[src/rtl/cpu_pkg.sv]
// ============================================================================
// Module   : cpu_pkg
// Purpose  : Opcodes, sequencer state encoding and PC helper shared by the
//            16-bit CPU sequencer files.
// Revision : 1.0 - initial release
// ============================================================================
`default_nettype none

package cpu_pkg;

  localparam logic [3:0] OP_JCOND = 4'hC;
  localparam logic [3:0] OP_CALL  = 4'hD;
  localparam logic [3:0] OP_RET   = 4'hE;
  localparam logic [3:0] OP_HALT  = 4'hF;

  typedef enum logic [2:0] {
    BOOT    = 3'd0,
    FETCH   = 3'd1,
    DECODE  = 3'd2,
    EXEC    = 3'd3,
    COMPARE = 3'd4,
    STACK   = 3'd5,
    STOP    = 3'd6
  } seq_state_e;

  // Wraps silently at 16'hFFFF.
  function automatic logic [15:0] pc_inc(input logic [15:0] pc_val);
    return pc_val + 16'd1;
  endfunction

endpackage

`default_nettype wire

[src/rtl/pc_ras.sv]
// ============================================================================
// Module   : pc_ras
// Purpose  : Pointer-based return-address LIFO. Only compiled when
//            PC_SEQ_RAS_EN is defined.
// Revision : 1.0 - initial release
// ============================================================================
`default_nettype none

`ifdef PC_SEQ_RAS_EN
module pc_ras #(
  parameter int DEPTH = 4
) (
  input  logic        clk,
  input  logic        reset_n,
  input  logic        push,
  input  logic        pop,
  input  logic [15:0] din,
  output logic [15:0] dout,
  output logic        full,
  output logic        empty
);

  localparam int AW = (DEPTH > 1) ? $clog2(DEPTH) : 1;

  logic [AW:0]  ptr_q;
  logic [AW:0]  ptr_d;
  logic [AW:0]  top_idx;
  logic [15:0]  mem_q [DEPTH];
  logic         do_push;
  logic         do_pop;

  // ptr_q counts entries, so it is one wider than the memory index.
  assign full    = (ptr_q == (AW+1)'(DEPTH));
  assign empty   = (ptr_q == '0);
  assign do_push = push && !full;
  assign do_pop  = pop && !empty && !push;
  assign top_idx = ptr_q - {{AW{1'b0}}, 1'b1};
  assign dout    = mem_q[top_idx[AW-1:0]];

  always_comb begin
    ptr_d = ptr_q;
    if (do_push) begin
      ptr_d = ptr_q + {{AW{1'b0}}, 1'b1};
    end else if (do_pop) begin
      ptr_d = top_idx;
    end
  end

  always_ff @(posedge clk or negedge reset_n) begin
    if (!reset_n) begin
      ptr_q <= '0;
    end else begin
      ptr_q <= ptr_d;
    end
  end

  always_ff @(posedge clk) begin
    if (do_push) begin
      mem_q[ptr_q[AW-1:0]] <= din;
    end
  end

endmodule
`endif

`default_nettype wire

[src/rtl/pc_sequencer.sv]
// ============================================================================
// Module   : pc_sequencer
// Purpose  : Multi-cycle PC / instruction sequencer with fetch and exec
//            handshakes, conditional jumps and optional return-address stack
//            (enabled by defining PC_SEQ_RAS_EN).
// Revision : 1.0 - initial release
// ============================================================================
`default_nettype none

module pc_sequencer
  import cpu_pkg::*;
#(
  parameter logic [15:0] RESET_PC  = 16'h0000,
  parameter int          RAS_DEPTH = 4
) (
  input  logic        clk,
  input  logic        reset_n,
  output logic        fetch_req,
  input  logic        fetch_ack,
  input  logic [15:0] instr,
  output logic [15:0] pc,
  output logic [15:0] ir,
  output logic [4:0]  cond,
  input  logic        cmp_jump,
  input  logic [15:0] branch_target,
  output logic        exec_valid,
  input  logic        exec_done,
  output logic        halted,
  output logic        seq_err
);

  seq_state_e  state_q, state_d;
  logic [15:0] pc_q, pc_d;
  logic [15:0] ir_q, ir_d;
  logic        seq_err_q, seq_err_d;
  logic        exec_first_q, exec_first_d;
  logic [3:0]  opcode;

  assign opcode = ir_q[15:12];

`ifdef PC_SEQ_RAS_EN
  logic        ras_push;
  logic        ras_pop;
  logic [15:0] ras_dout;
  logic        ras_full;
  logic        ras_empty;

  pc_ras #(
    .DEPTH (RAS_DEPTH)
  ) u_ras (
    .clk     (clk),
    .reset_n (reset_n),
    .push    (ras_push),
    .pop     (ras_pop),
    .din     (pc_inc(pc_q)),
    .dout    (ras_dout),
    .full    (ras_full),
    .empty   (ras_empty)
  );
`endif

  always_ff @(posedge clk or negedge reset_n) begin
    if (!reset_n) begin
      state_q      <= BOOT;
      pc_q         <= RESET_PC;
      ir_q         <= '0;
      seq_err_q    <= 1'b0;
      exec_first_q <= 1'b0;
    end else begin
      state_q      <= state_d;
      pc_q         <= pc_d;
      ir_q         <= ir_d;
      seq_err_q    <= seq_err_d;
      exec_first_q <= exec_first_d;
    end
  end

  always_comb begin
    state_d      = state_q;
    pc_d         = pc_q;
    ir_d         = ir_q;
    seq_err_d    = seq_err_q;
    exec_first_d = 1'b0;
`ifdef PC_SEQ_RAS_EN
    ras_push     = 1'b0;
    ras_pop      = 1'b0;
`endif
    case (state_q)
      BOOT: state_d = FETCH;
      FETCH: begin
        if (fetch_ack) begin
          ir_d    = instr;
          state_d = DECODE;
        end
      end
      DECODE: begin
        case (opcode)
          OP_JCOND: state_d = COMPARE;
          OP_CALL, OP_RET: begin
`ifdef PC_SEQ_RAS_EN
            state_d = STACK;
`else
            seq_err_d = 1'b1;
            state_d   = STOP;
`endif
          end
          OP_HALT: state_d = STOP;
          default: begin
            exec_first_d = 1'b1;
            state_d      = EXEC;
          end
        endcase
      end
      EXEC: begin
        if (exec_done) begin
          pc_d    = pc_inc(pc_q);
          state_d = FETCH;
        end
      end
      COMPARE: begin
        pc_d    = cmp_jump ? branch_target : pc_inc(pc_q);
        state_d = FETCH;
      end
      STACK: begin
`ifdef PC_SEQ_RAS_EN
        // Overflow/underflow leaves pc and the stack untouched.
        if (opcode == OP_CALL) begin
          if (ras_full) begin
            seq_err_d = 1'b1;
            state_d   = STOP;
          end else begin
            ras_push = 1'b1;
            pc_d     = branch_target;
            state_d  = FETCH;
          end
        end else begin
          if (ras_empty) begin
            seq_err_d = 1'b1;
            state_d   = STOP;
          end else begin
            ras_pop = 1'b1;
            pc_d    = ras_dout;
            state_d = FETCH;
          end
        end
`else
        seq_err_d = 1'b1;
        state_d   = STOP;
`endif
      end
      STOP: state_d = STOP;
      default: state_d = BOOT;
    endcase
  end

  always_comb begin
    fetch_req  = 1'b0;
    exec_valid = 1'b0;
    halted     = 1'b0;
    case (state_q)
      FETCH:   fetch_req  = 1'b1;
      EXEC:    exec_valid = exec_first_q;
      STOP:    halted     = 1'b1;
      default: ;
    endcase
  end

  assign pc      = pc_q;
  assign ir      = ir_q;
  assign cond    = ir_q[4:0];
  assign seq_err = seq_err_q;

endmodule

`default_nettype wire

[config.mk]
export PLATFORM = sky130hd
export DESIGN_NAME = pc_sequencer
export DESIGN_NICKNAME = d
export VERILOG_FILES = /design/src/rtl/cpu_pkg.sv /design/src/rtl/pc_ras.sv /design/src/rtl/pc_sequencer.sv
export SDC_FILE = /design/constraint.sdc
export NUM_CORES = 1
export LEC_CHECK = 0
export CAP_MARGIN = 20
export CELL_PAD_IN_SITES_DETAIL_PLACEMENT = 2
export CELL_PAD_IN_SITES_GLOBAL_PLACEMENT = 2
export CORE_MARGIN = 2
export CORE_UTILIZATION = 28
export CTS_BUF_LIST = sky130_fd_sc_hd__clkbuf_8
export CTS_CLUSTER_SIZE = 14
export DETAILED_ROUTE_END_ITERATION = 16
export GPL_TIMING_DRIVEN = 1
export HOLD_SLACK_MARGIN = 0.02
export PLACE_DENSITY = 0.93
export SLEW_MARGIN = 10
export SYNTH_ARGS = -nofsm -noshare
export SYNTH_HDL_FRONTEND = slang
export SYNTH_SLANG_ARGS = --single-unit
[constraint.sdc]
create_clock -name clk -period 3.3 [get_ports clk]
set_clock_uncertainty 0.05 [all_clocks]
set_input_delay 0.825 -clock clk [delete_from_list [all_inputs] [get_ports clk]]
set_output_delay 0.825 -clock clk [all_outputs]
set_load 0.005 [all_outputs]
Word-level counts from Yosys, hierarchy flattened

Index checks and enable logic that the tools add are counted.

Add/sub/neg operators: 1
Equal/unequal tests: 13
Muxes and demuxes: 14
Reduce and logical (&&, ||, !) cells: 12

Operator list:

| operator                | number |
|---|---|
| $mux W16                | 2 |
| $pmux W16 S2            | 1 |
| $add A16 B1 Y16 const B | 1 |
| $eq A4 B4 Y1 const B    | 4 |
| $pmux W3 S5             | 1 |
| $eq A3 B3 Y1 const B    | 3 |
| $reduce_and A2 Y1       | 4 |
| $eq A3 B2 Y1 const B    | 2 |
| $mux W1                 | 6 |
| $mux W3                 | 2 |
| $ne A2 B2 Y1 const B    | 3 |
| $pmux W3 S2             | 1 |
| $reduce_or A2 Y1        | 3 |
| $reduce_bool A2 Y1      | 2 |
| $reduce_or A4 Y1        | 1 |
| $eq A3 B1 Y1 const B    | 1 |
| $logic_not A3 Y1        | 1 |
| $reduce_or A3 Y1        | 1 |
| $pmux W1 S2             | 1 |

Flip-flop bits (word level): 37
Bits of input ports: 37
Output and inout bits: 41
Logic and storage cells: 45

Longest topological paths before layout

Gate-level depths: netlist of run 1.

Depth in word-level cells: 4
Gate-level depth with buffers: 6
Gate-level depth less buffers: 5

Worst setup path after synthesis of run 1

OpenSTA, ideal clock, no wires.

Path kind: in2reg
Start point: in exec_done
End point: reg pc_q[15] (netlist: pc[15])
Setup time: 126 ps
Arrival: 1804 ps
Required time: 3124 ps
Setup slack: 1320 ps
Stages on the path: 5
Buffers on the path: 1
Cells stage by stage: nand4b_1 and2_1 clkbuf_1 a21o_1 a221o_1

Cells in the longest elaborated chain, start to end: 2

Ends and longest elaborated chain:

| element                            | line               | source |
|---|---|---|
| from (decl)                        | pc_sequencer.sv:27 | `input logic exec_done,` |
| $ne A2 B2 Y1 (no source line)      | --                 |  |
| $reduce_and A2 Y1 (no source line) | --                 |  |
| to (signal assigned)               | pc_sequencer.sv:71 | `pc_q <= pc_d;` |
| to (decl)                          | pc_sequencer.sv:33 | `logic [15:0] pc_q, pc_d;` |

Every way passes these cells.
A chain may end at the register's enable or synchronous reset.

Final worst setup path of run 1

Start point: reg state_q[1]
End point: out halted

Cells in the longest elaborated chain, start to end: 2

Ends and longest elaborated chain:

| element                | line                | source |
|---|---|---|
| from (decl)            | pc_sequencer.sv:32  | `seq_state_e state_q, state_d;` |
| from (signal assigned) | pc_sequencer.sv:70  | `state_q <= state_d;` |
| $eq A3 B3 Y1           | pc_sequencer.sv:160 | `case (state_q)` |
| $mux W1                | pc_sequencer.sv:160 |  |
| to (decl)              | pc_sequencer.sv:28  | `output logic halted,` |

Every way passes these cells.

==> flow_summary.json, run 1 <==
{
  "status": "completed",
  "start_util_pct": 28.55,
  "setup_tns_ps": 0,
  "cts_setup_buffers": 0,
  "place_congestion": 0.7663,
  "fp.dieW_um": 86.77,
  "overflow": 0,
  "wl_per_cell_um": 19.00,
  "nNetsFinal": 289,
  "cts_resized": 0,
  "synth_top_cell_area_share_pct": 48.27,
  "clock_latency_ps": 300,
  "io_buffers": 77,
  "ioPinCount": 78,
  "worst_setup_path_start_kind": "register",
  "grt_max_degree": 38,
  "post_dp_cell_area_mm2": 0.002703,
  "crit_fanout": 11,
  "synth_edf_count": 0,
  "antenna_found_initial": 0,
  "slew_headroom_pct": 39.86,
  "final.setup.worst_slack_ps": 698.1,
  "dp.final_hpwl_um": 4606,
  "wl_um": 6289,
  "via_per_inst": 5.278,
  "fin_crit_ps": 2602,
  "htreeDepth": 2,
  "power.density_mw_per_mm2": 798.1,
  "dr.pass1.iters": 4,
  "cts_hold_buf": 0,
  "maxSlewViolCount": 0,
  "hp-class": "register to register",
  "yosys_warnings": 0,
  "drc": 0,
  "worstMarginPinSlew_ps": 902.1,
  "grt.total_usage_pct": 17.74,
  "grt_pass1_wl_um": 10280,
  "ys_types": 45,
  "post-route-period-util_pct": 78.85,
  "die_h_um": 86.77,
  "fill_cells": 693,
  "critPathArrivalTime_ps": 1730,
  "root_buffer": "clkbuf_8",
  "drt_iter0_drc": 52,
  "syn_area_mm2": 0.001918,
  "core_area_mm2": 0.006719,
  "cts_tree": "yes",
  "diodes": 0,
  "first_global_vias": 1920,
  "synthesis.nets": 221,
  "p_leak_uw": 0.001036,
  "rsz0062_at_grt": "no",
  "finalSetupViolations": 0,
  "cp-end-kind": "output port",
  "drv_cap": 0,
  "row_count": 30,
  "via_count": 1747,
  "pre_cts_slack_ps": 647.2,
  "fmax_ghz": 0.3843,
  "syn-mean-instance-area_um2": 10.48,
  "async_flop_share_pct": 100.0,
  "stdcell_area_mm2": 0.002793,
  "synth-main-ff-cell": "dfrtp_1",
  "drive_gt1_share_pct": 11.95,
  "peakVddDrop_mv": 0.3678,
  "synth_seq_area_share_pct": 48.27,
  "ys_ff_latch": 37,
  "synthCells": 183,
  "clock_sinks": 37,
  "numCtsBuffers": 5,
  "yosysTopAreaCell": "dfrtp_1",
  "path_clk_slew_ps": 80,
  "worstPathRequired_ps": 2420,
  "area_growth_pct": 45.60,
  "die-area_mm2": 0.007528,
  "hold_viol": 0,
  "ant_nets": 0,
  "critical_path_class": "register to output port",
  "clk_path_buf_depth": 2,
  "netlist_top_cells_area": "dfrtp_1 (48%), mux2_2 (9.4%), o21ai_0 (3.7%), nand2_1 (3.3%), a21oi_1 (2.3%)"
}
[Yosys cell counts (all sizes together) (3+ instances only)]
library cell / instances
o21ai: 16
and2: 3
a21oi: 9
nor4: 4
xnor2: 4
clkbuf: 9
inv: 3
nand4: 5
o22ai: 4
dfrtp: 37
nor2: 3
buf: 8
nand2: 17
nand3: 5
nor3: 6
mux2: 16
[placed cells by master (no fill, tap or decap), types with 4 or more instances in the layout]
cell             instances
o21ai_0                 14
nor4_1                   4
a21oi_1                  9
dfrtp_1                 37
nand4_1                  4
clkdlybuf4s50_1         76
o22ai_1                  4
nand3_1                  5
nor3_1                   6
clkbuf_8                 6
xnor2_1                  4
mux2_2                  16
nand2_1                 17
[state kept, by name, summed over array words and instances (netlist names)]
| register | flops |
|---|---|
| exec_first_q | 1 |
| state_q | 3 |
| ir | 16 |
| pc | 16 |
| seq_err | 1 |
[through the flow]
stage | hold slack [ps] | cells | total power, uW | util (%)
final | 461.2 | 331 | 2229 | 41.56
after global routing | 482.9 | 331 | 2389 | 41.56
after CTS | 470.4 | 331 | 2262 | 41.56
after detailed placement | 444.9 | 324 | 1904 | 40.22
after global placement | 413.2 | 324 | 1839 | 40.22
after floorplan | 415.3 | 183 | 1324 | -
[routing by layer]
layer / global-route usage [%] / routed length, um / up-vias
met3: 8.476 / 660 / 8
met2: 29.58 / 3096 / 68
met5: 0 / 0 / -
met1: 20.79 / 2475 / 859
met4: 3.835 / 57 / 0
li1: - / - / 812
[worst paths after layout]
path	from	end	slack, ps	cells after the start
min reg2reg	ir[9]$_DFFE_PN0P_	ir[9]$_DFFE_PN0P_	460	1
min in group asynchronous	reset_n	ir[2]$_DFFE_PN0P_	590	1
max	state_q[1]$_DFFE_PN0P_	halted	700	3
max reg2reg	state_q[2]$_DFFE_PN0P_	pc[14]$_DFFE_PN0P_	1230	4
min	ir[9]$_DFFE_PN0P_	ir[9]$_DFFE_PN0P_	460	1
max in group asynchronous	reset_n	ir[9]$_DFFE_PN0P_	2030	1
[final cells by class]
type                            count  area [um^2]  share of cell area, %
Inverter                            3        11.26                 0.4032
Clock buffer                        6        82.58                  2.957
Sequential cell                    37        925.9                  33.15
Multi-Input combinational cell    126        892.1                  31.94
Clock inverter                      1        7.507                 0.2688
Tap cell                           80        100.1                  3.584
Timing Repair Buffer               78        773.2                  27.69
[worst max-delay path, cell delays in order, from the launching register on]
cell and delay, ps:
dfrtp_1 520, nor2b_1 240, and2_1 150, clkdlybuf4s50_1 520
[power by group]
part           internal (uW)  switching (uW)  leakage, uW
registers                641             239     0.000441
clock network            165             173    0.0000433
logic                    629             382     0.000551
[kinds of logic (layout without fill, tap and decap cells)]
kind of cell               after synthesis  count (layout)  share of synthesized area (%)
AOI/OAI and AO/OA                       47              47                          16.31
xor gates and xnor gates                 4               4                          1.826
adders and majority gates                1               1                         0.6522
buffers and inverters                   20              88                          5.218
DFF                                     37              37                          48.27
muxes                                   16              16                          9.393
and+or+nand+nor                         58              58                          18.33
Note: power is estimated with default switching activity, not from simulation.
==> run 2: changes to the inputs <==
- CORE_UTILIZATION: 28 -> 24
- PLACE_DENSITY: 0.93 -> 0.86
- clock period: 3.3 -> 2.3 ns (I/O delays scaled with it)
==> flow_summary.json, run 2 (synthesis results as in run 1) <==
{
  "finalSetupViolations": 0,
  "die_h_um": 93.40,
  "io_buffers": 77,
  "pre_cts_slack_ps": 37.25,
  "setup_tns_ps": 0,
  "overflow": 0,
  "antenna_found_initial": 0,
  "ant_nets": 0,
  "fin_crit_ps": 2240,
  "htreeDepth": 2,
  "final_common_cell": "clkdlybuf4s50_1",
  "critical_path_class": "register to output port",
  "ioPinCount": 78,
  "grt.total_usage_pct": 15.68,
  "multi_input_area_um2": 899.6,
  "r2r_end": "pc[1]$_DFFE_PN0P_",
  "layout_common_cells": "clkdlybuf4s50_1 (76), dfrtp_1 (34), nand2_1 (17)",
  "final.setup.worst_slack_ps": 59.55,
  "dr.pass1.iters": 4,
  "via_per_inst": 4.945,
  "nNetsFinal": 299,
  "p_leak_uw": 0.001099,
  "worstPathRequired_ps": 1670,
  "stdcell_area_mm2": 0.002924,
  "wl_per_cell_um": 17.79,
  "path_clk_slew_ps": 80,
  "diodes": 0,
  "clock_sinks": 37,
  "fp.dieW_um": 93.40,
  "finalPower_uw": 3273,
  "worstReg2RegStart": "state_q[1]$_DFFE_PN0P_",
  "clock_latency_ps": 290,
  "core_area_mm2": 0.007727,
  "reg2reg_depth": 5,
  "crit_fanout": 11,
  "row_count": 32,
  "start_util_pct": 24.82,
  "fill_cells": 816,
  "die-area_mm2": 0.008724,
  "drt_iter0_drc": 62,
  "peakVddDrop_mv": 0.4105,
  "post-route-period-util_pct": 97.41,
  "place_congestion": 0.7605,
  "hold_viol": 0,
  "grt_max_degree": 38,
  "area_growth_pct": 52.45,
  "status": "completed",
  "first_global_vias": 2008,
  "maxSlewViolCount": 0,
  "wl_um": 6475,
  "post_dp_cell_area_mm2": 0.002823,
  "worst_setup_path_start_kind": "register",
  "cts_hold_buf": 0,
  "numCtsBuffers": 5,
  "hp-class": "input pin to asynchronous set/reset pin",
  "fmax_ghz": 0.4463,
  "dp.final_hpwl_um": 4833,
  "drv_cap": 0,
  "critPathArrivalTime_ps": 1620,
  "drc": 0,
  "rrSetupSlack_ps": 300,
  "root_buffer": "clkbuf_8",
  "grt_pass1_wl_um": 10430,
  "clk_path_buf_depth": 2,
  "worstMarginPinSlew_ps": 367.3,
  "seqCellArea_um2": 929.6,
  "drive_gt1_share_pct": 17.18,
  "cp-end-kind": "output port",
  "cts_tree": "yes",
  "power.density_mw_per_mm2": 1119,
  "via_count": 1800,
  "slew_headroom_pct": 75.29
}
run 2: how the worst max path moves through the flow:
stage                                      start                 end  cells past startpoint
final                     state_q[0]$_DFFE_PN0P_              halted                      3
after floorplan           state_q[0]$_DFFE_PN0P_  ir[10]$_DFFE_PN0P_                      6
after global routing      state_q[0]$_DFFE_PN0P_              halted                      3
after detailed placement               exec_done  pc[13]$_DFFE_PN0P_                      6
after CTS                 state_q[0]$_DFFE_PN0P_              halted                      3
after global placement                 exec_done   pc[1]$_DFFE_PN0P_                      5
run 2: worst max-delay path, cell delays in order, from the launching register on:
cell and delay (ps):
dfrtp_2 480, nor2b_2 170, and2_1 140, clkdlybuf4s50_1 530
run 2: what timing repair did:
item	in CTS	in global routing
endpoints found under the setup margin	2	3
gates resized for setup	3	2
buffers inserted	1	0
pin swaps	0	0
run 2: through the flow:
step	util [%]	hold slack (ps)	cells
after floorplan	-	229.4	183
after global placement	36.53	406.0	355
after detailed placement	36.53	431.1	355
after CTS	37.79	193.2	364
after global routing	37.84	185.8	364
final	37.84	181.4	364
run 2: power by group:
part	switching [uW]	leakage (uW)	internal (uW)
combinational	572	0.000612	987
clock	245	0.0000491	206
sequential	339	0.000438	924
total	1160	0.00110	2120
run 2: final cells by class:
type	count	area share, %
Multi-Input combinational cell	126	30.77
Timing Repair Buffer	88	29.87
Clock buffer	5	2.353
Tap cell	102	4.365
Clock inverter	3	0.4707
Inverter	3	0.3851
Sequential cell	37	31.79
run 2: metal layers:
| metal | up-vias | global-route usage, % | part of all wire (%) |
|---|---|---|---|
| met2 | 70 | 26.62 | 48 |
| met3 | 7 | 6.930 | 9.3 |
| met1 | 887 | 17.88 | 41 |
| met4 | 0 | 4.289 | 1.2 |
| li1 | 836 | - | - |
| met5 | - | 0 | 0 |
